--- config.mk ---
export PLATFORM = sky130hd
export DESIGN_NAME = uart_echo_ctrl
export DESIGN_NICKNAME = d
export VERILOG_FILES = /design/src/rtl/uart_echo_ctrl.sv
export SDC_FILE = /design/constraint.sdc
export NUM_CORES = 1
export LEC_CHECK = 0
export CORE_MARGIN = 5
export CORE_UTILIZATION = 62
export DETAILED_ROUTE_END_ITERATION = 6
export PLACE_DENSITY = 0.84
export SYNTH_ARGS = -nofsm -noshare
export SYNTH_HDL_FRONTEND = slang
export SYNTH_SLANG_ARGS = --single-unit
--- constraint.sdc ---
create_clock -name clk -period 6.43 [get_ports clk]
set_input_delay 1.6075 -clock clk [delete_from_list [all_inputs] [get_ports clk]]
set_output_delay 1.6075 -clock clk [all_outputs]
set_load 0.01 [all_outputs]
--- src/rtl/uart_echo_ctrl.sv ---
// Byte-echo responder between UART_Rx and UART_Tx: received bytes are queued and replayed in order.
// Optional build macro UART_ECHO_CASE_EN swaps the case of ASCII letters on the way out.
module uart_echo_ctrl #(
  parameter int DEPTH = 8,
  parameter int CW    = 4
) (
  input  logic          clk,
  input  logic          rst,
  input  logic          rx_val,
  input  logic [7:0]    rx_data,
  input  logic          busy,
  output logic          tx_val,
  output logic [7:0]    tx_data,
  output logic [CW-1:0] fifo_count,
  output logic          fifo_full,
  output logic          fifo_empty,
  output logic          overflow
);

  localparam int            AW      = $clog2(DEPTH);
  localparam logic [CW-1:0] DEPTH_C = CW'(DEPTH);

  localparam logic [1:0] IDLE  = 2'd0;
  localparam logic [1:0] REQ   = 2'd1;
  localparam logic [1:0] DRAIN = 2'd2;

  logic [1:0]    state_q, state_d;
  logic          rx_val_q;
  logic          wr_pend_q, wr_pend_d;
  logic [7:0]    wr_data_q, wr_data_d;
  logic [AW-1:0] wr_ptr_q, wr_ptr_d;
  logic [AW-1:0] rd_ptr_q, rd_ptr_d;
  logic [CW-1:0] count_q, count_d;
  logic          full_q, empty_q;
  logic          ovf_q, ovf_d;
  logic          tx_val_q, tx_val_d;
  logic [7:0]    tx_data_q, tx_data_d;
  logic [7:0]    mem_q [DEPTH];

  logic          rx_rise;
  logic          pop;
  logic          wr_accept;

  function automatic logic [7:0] echo_map(input logic [7:0] b);
`ifdef UART_ECHO_CASE_EN
    if (b >= 8'h41 && b <= 8'h5A) return b + 8'h20;
    if (b >= 8'h61 && b <= 8'h7A) return b - 8'h20;
`endif
    return b;
  endfunction

  // A held rx_val produces a single write because only the low-to-high transition is captured.
  assign rx_rise   = rx_val & ~rx_val_q;
  assign pop       = (state_q == IDLE) && !empty_q && !busy;
  // When full, a write is only safe if the head leaves in the same cycle.
  assign wr_accept = wr_pend_q && (!full_q || pop);

  // NOTE: combinational next-state logic uses blocking assignments with a default for
  // every signal first, so no latch can be inferred on an unassigned path.
  always_comb begin
    state_d   = state_q;
    wr_pend_d = rx_rise;
    wr_data_d = rx_rise ? rx_data : wr_data_q;
    wr_ptr_d  = wr_ptr_q;
    rd_ptr_d  = rd_ptr_q;
    count_d   = count_q;
    ovf_d     = ovf_q;
    tx_val_d  = tx_val_q;
    tx_data_d = tx_data_q;

    if (wr_accept) wr_ptr_d = wr_ptr_q + AW'(1);
    if (wr_pend_q && !wr_accept) ovf_d = 1'b1;
    if (pop) rd_ptr_d = rd_ptr_q + AW'(1);

    if (wr_accept && !pop)      count_d = count_q + CW'(1);
    else if (!wr_accept && pop) count_d = count_q - CW'(1);

    case (state_q)
      IDLE: begin
        if (pop) begin
          tx_data_d = echo_map(mem_q[rd_ptr_q]);
          tx_val_d  = 1'b1;
          state_d   = REQ;
        end
      end
      REQ: begin
        // UART_Tx only looks at tx_val on its own strobe, so hold it until busy confirms.
        if (busy) begin
          tx_val_d = 1'b0;
          state_d  = DRAIN;
        end
      end
      DRAIN: begin
        if (!busy) state_d = IDLE;
      end
      default: begin
        tx_val_d = 1'b0;
        state_d  = IDLE;
      end
    endcase
  end

  // NOTE: sequential state uses non-blocking assignments so every register samples
  // the pre-edge values regardless of statement order.
  always_ff @(posedge clk or negedge rst) begin
    if (!rst) begin
      state_q   <= IDLE;
      rx_val_q  <= 1'b0;
      wr_pend_q <= 1'b0;
      wr_data_q <= 8'h00;
      wr_ptr_q  <= '0;
      rd_ptr_q  <= '0;
      count_q   <= '0;
      full_q    <= 1'b0;
      empty_q   <= 1'b1;
      ovf_q     <= 1'b0;
      tx_val_q  <= 1'b0;
      tx_data_q <= 8'h00;
    end else begin
      state_q   <= state_d;
      rx_val_q  <= rx_val;
      wr_pend_q <= wr_pend_d;
      wr_data_q <= wr_data_d;
      wr_ptr_q  <= wr_ptr_d;
      rd_ptr_q  <= rd_ptr_d;
      count_q   <= count_d;
      full_q    <= (count_d == DEPTH_C);
      empty_q   <= (count_d == '0);
      ovf_q     <= ovf_d;
      tx_val_q  <= tx_val_d;
      tx_data_q <= tx_data_d;
    end
  end

  // NOTE: the byte store has no reset; cleared pointers and count mean stale entries are never read.
  always_ff @(posedge clk) begin
    if (wr_accept) mem_q[wr_ptr_q] <= wr_data_q;
  end

  assign tx_val     = tx_val_q;
  assign tx_data    = tx_data_q;
  assign fifo_count = count_q;
  assign fifo_full  = full_q;
  assign fifo_empty = empty_q;
  assign overflow   = ovf_q;

endmodule

Word level (Yosys, flattened, before mapping). Memory sizes are Yosys's and may differ from the RTL's. A register that Yosys moved wholly into a read port is not among the register bits. Cells that the tools add are included.

Equal/unequal tests: 6. Reductions and logical operators: 18. Muxes and demuxes: 11. Add/subtract/negate cells: 4. Bitwise gates (word level): 3.

Operators by type and width (number): $mux 4 (2); $add 3x1->3 const B (2); $logic_and 1x1->1 (6); $logic_not 1->1 (6); $mux 2 (3); $ne 2x2->1 const B (3); $pmux 2 s3 (1); $reduce_and 3->1 (2); $add 4x1->4 const B (1); $eq 4x4->1 const B (1); $logic_not 4->1 (1); $mux 1 (4); $sub 4x1->4 const B (1); $pmux 1 s3 (1); $eq 2x1->1 const B (1); $eq 2x2->1 const B (1); $logic_not 2->1 (1); $not 1->1 (2); $reduce_and 2->1 (1); $and 1x1->1 (1); $logic_or 1x1->1 (1).

Logic and storage cells: 54. Bits of input ports: 12. Memories kept: 1. RAM bits: 64. Register bits after elaboration: 26. Output and inout port bits: 16.

Memories: mem_q (depth 8, width 8, rd ports 1, clocked after memory_dff 1, write ports 1, RTL line 38) `logic [7:0] mem_q [DEPTH];`.

Depth between registers and ports, before layout.
Depth after elaboration: 10. Gate-level depth with buffers: 6. Gate-level depth less buffers: 6.

Worst setup path before layout. No wires, ideal clock.

Kind: input -> register. From: input port busy. To: memory mem_q[0][0] (enable). Required time: 6.047 ns. Buffers on the path: 1. Stages on the path: 5. Arrival: 3.251 ns. Slack: 2.795 ns. Setup time: 0.383 ns. Cells stage by stage: or4_1 > buf_6 > a21boi_2 > nand2b_1 > nor3_1.

Word-level cells in the longest chain between the ends: 6.

Ends and longest elaborated chain: start, declared (RTL line 11) `input logic busy,`; $logic_not 1->1; $logic_and 1x1->1 (RTL line 54) `assign pop = (state_q == IDLE) && !empty_q && !busy;`; $logic_or 1x1->1 (RTL line 56) `assign wr_accept = wr_pend_q && (!full_q || pop);`; $logic_and 1x1->1 (RTL line 56); $mux 1 (RTL line 137) `if (wr_accept) mem_q[wr_ptr_q] <= wr_data_q;`; $mux 1 (implied by the code) (RTL line 137); end, declared (RTL line 38).

Every way passes these cells.

Worst setup path in the final report.
From: input port busy. To: memory mem_q[0][6] (enable).

Same word-level chain as after synthesis.

==> results.json <==
{
  "syn-cell-area_um2": 3923,
  "setup_tns_ns": 0,
  "wl_met3_um": 478,
  "drive_gt1_share_pct": 18.99,
  "rsz0062_at_grt": "false",
  "maxCapViolCount": 0,
  "syn_nets": 241,
  "status": "complete, no violations",
  "dp_hpwl_um": 4901,
  "dr.pass1.iters": 4,
  "synth-edff-count": 64,
  "cpPeakStageDelay_ns": 0.94,
  "first_iter_violations": 224,
  "core_um2": 6241,
  "clock_latency_ns": 0.37,
  "grt_first_pass_wirelength_um": 11020,
  "n_fill_cell": 402,
  "n_antenna_cell": 0,
  "initial_core_util_pct": 62.85,
  "arrival_ns": 4.60,
  "grt-ovfl-total": 0,
  "syn_inst": 225,
  "routed_wl_um": 6922,
  "cts_setup_buffers": 0,
  "clock-sinks": 98,
  "yosys_warnings": 0,
  "cts_buffers": 9,
  "grt_max_degree": 35,
  "postCtsHoldBufs": 0,
  "vias": 1997,
  "async_flop_share_pct": 34.69,
  "crit_type": "primary input to flip-flop",
  "synth_top_cell_area_share_pct": 49.00,
  "grt.total_usage_pct": 20.02,
  "mostFrequentLayoutCell": "edfxtp_1",
  "layout_common_cells": "edfxtp_1, dfrtp_1, clkdlybuf4s50_1, nand2_1, mux4_2",
  "clock_skew_ns": 0.01389,
  "start_kind": "primary input",
  "drc_errors": 0,
  "wire_per_inst_um": 20.66,
  "grt_pass1_vias": 1989,
  "gp_routability_congestion": 0.7984,
  "std_cell_rows": 29,
  "cp_cell_sequence": "clkdlybuf4s50_1, or4_1, a21boi_2, nand2b_1, nor3_1",
  "cp.required_ns": 6.41,
  "clk_pin_slew_ns": 0.10,
  "synthTopCellsByArea": "edfxtp_1, dfrtp_1, mux4_2, mux2_2, mux2i_1",
  "dp_slack_ns": 1.407,
  "finalNetCount": 269,
  "h-tree-depth": 3,
  "avgSynthCellArea_um2": 17.43,
  "chipHeight_um": 89.54,
  "finalSetupViolations": 0,
  "synth_ff_type": "edfxtp_1",
  "ir_drop_mv": 0.2519,
  "min_period_over_period_pct": 71.87,
  "p_leak_uw": 0.001582,
  "syn_to_final_growth_pct": 12.82,
  "path_max_fanout": 23,
  "vias_per_cell": 5.961,
  "ios": 28,
  "synth_cell_type_count": 37,
  "highest_layer": "met4",
  "dieArea_um2": 8017,
  "finalPower_uw": 1831,
  "cts_tree": "built",
  "slowest_stage": "or4_1",
  "yosysSeqAreaShare_pct": 70.72,
  "final_util_pct": 70.91,
  "io_buffers": 27,
  "end_kind": "flip-flop",
  "met1Wirelength_um": 3019,
  "ctsResizeCount": 0,
  "fp.dieW_um": 89.54,
  "worstHoldPathType": "flip-flop to flip-flop",
  "powerDensity_nw_per_um2": 413.8,
  "cts_buffer_depth": 2,
  "timing.fmax_mhz": 216.4,
  "grt_antenna_before_repair": 0,
  "ys_seq_elements": 98,
  "setup_ws_ns": 1.809,
  "hold_viol": 0,
  "postRouteAntennaNets": 0,
  "fin_crit_ns": 4.621,
  "slew_violations": 0,
  "clock-root-buffer": "clkbuf_8",
  "slew_headroom_pct": 23.35,
  "route.met2.wl_um": 3337,
  "worst_pin_slew_ns": 1.141,
  "synth_top_area_cell": "edfxtp_1"
}
through the flow:
stage          cell area, um2  hold WS [ns]  cells
6_report                 4425        0.4895    335
5_1_grt                  4425        0.5200    335
4_1_cts                  4425        0.4874    335
3_5_place_dp             4235        0.4665    319
3_3_place_gp             4235        0.4550    319
2_1_floorplan            3923        0.4805    225
cell usage after synthesis, drive strengths merged (2+ instances only):
| master | count |
|---|---|
| a211oi | 2 |
| and2 | 3 |
| buf | 5 |
| clkbuf | 5 |
| dfrtp | 33 |
| edfxtp | 64 |
| ha | 4 |
| inv | 4 |
| mux2 | 9 |
| mux2i | 11 |
| mux4 | 16 |
| nand2 | 17 |
| nand2b | 5 |
| nor2 | 9 |
| nor3 | 3 |
| o21ai | 12 |
| or4 | 2 |
| xnor2 | 4 |
| xor2 | 3 |
registers in the layout, summed over array words and instances, names as in the netlist:
register,flops
mem_q,64
tx_data,8
wr_data_q,8
fifo_count,4
rd_ptr_q,3
wr_ptr_q,3
state_q,2
fifo_empty,1
fifo_full,1
overflow,1
rx_val_q,1
tx_val,1
wr_pend_q,1
where the power goes:
group          switching [uW]  internal, uW  leakage [uW]  total [uW]
sequential                170           800      0.000986         970
combinational             190           294      0.000498         485
clock                     226           151     0.0000986         377
total                     586          1250       0.00158        1830
cells by family after synthesis:
group	count (synthesis)	synth area share [%]
flip-flops	98	70.72
XOR/XNOR	7	1.754
multiplexers	36	14.90
AND/OR/NAND/NOR	46	6.411
adder cells (fa/ha/maj)	4	1.276
buffers and inverters	14	1.627
AO/OA/AOI/OAI	20	3.318
worst max-delay path: cells and delay by family:
| kind | cells | cell delay [ns] |
|---|---|---|
| buf+inv | 1 | 0.50 |
| compound gates | 1 | 0.45 |
| simple gates | 3 | 2.03 |
metal layers:
metal	up-vias	GRT usage (%)
li1	912	-
met1	1007	28.73
met2	69	30.32
met3	9	4.424
met4	0	7.713
met5	-	0
path summary, 6_finish.rpt:
path	cells after the start	slack, ns	from	end
min reg2reg	2	0.49	tx_data[1]	tx_data[1]
min in group asynchronous	1	1.29	rst	state_q[0]
max in group asynchronous	1	4.64	rst	wr_data_q[3]
max	5	1.81	busy	mem_q[0][6]
min	2	0.49	tx_data[1]	tx_data[1]
max reg2reg	4	3.09	state_q[0]	mem_q[0][6]
layout make-up:
cell class / instances / area (um2) / share of cell area [%]
Tap cell: 77 / 96.34 / 2.177
Sequential cell: 98 / 2774 / 62.68
Inverter: 4 / 15.01 / 0.3393
Clock buffer: 9 / 123.9 / 2.799
Multi-Input combinational cell: 113 / 1085 / 24.51
Clock inverter: 7 / 66.31 / 1.498
Timing Repair Buffer: 27 / 265.3 / 5.994
Power figures use the tool's default switching activity.
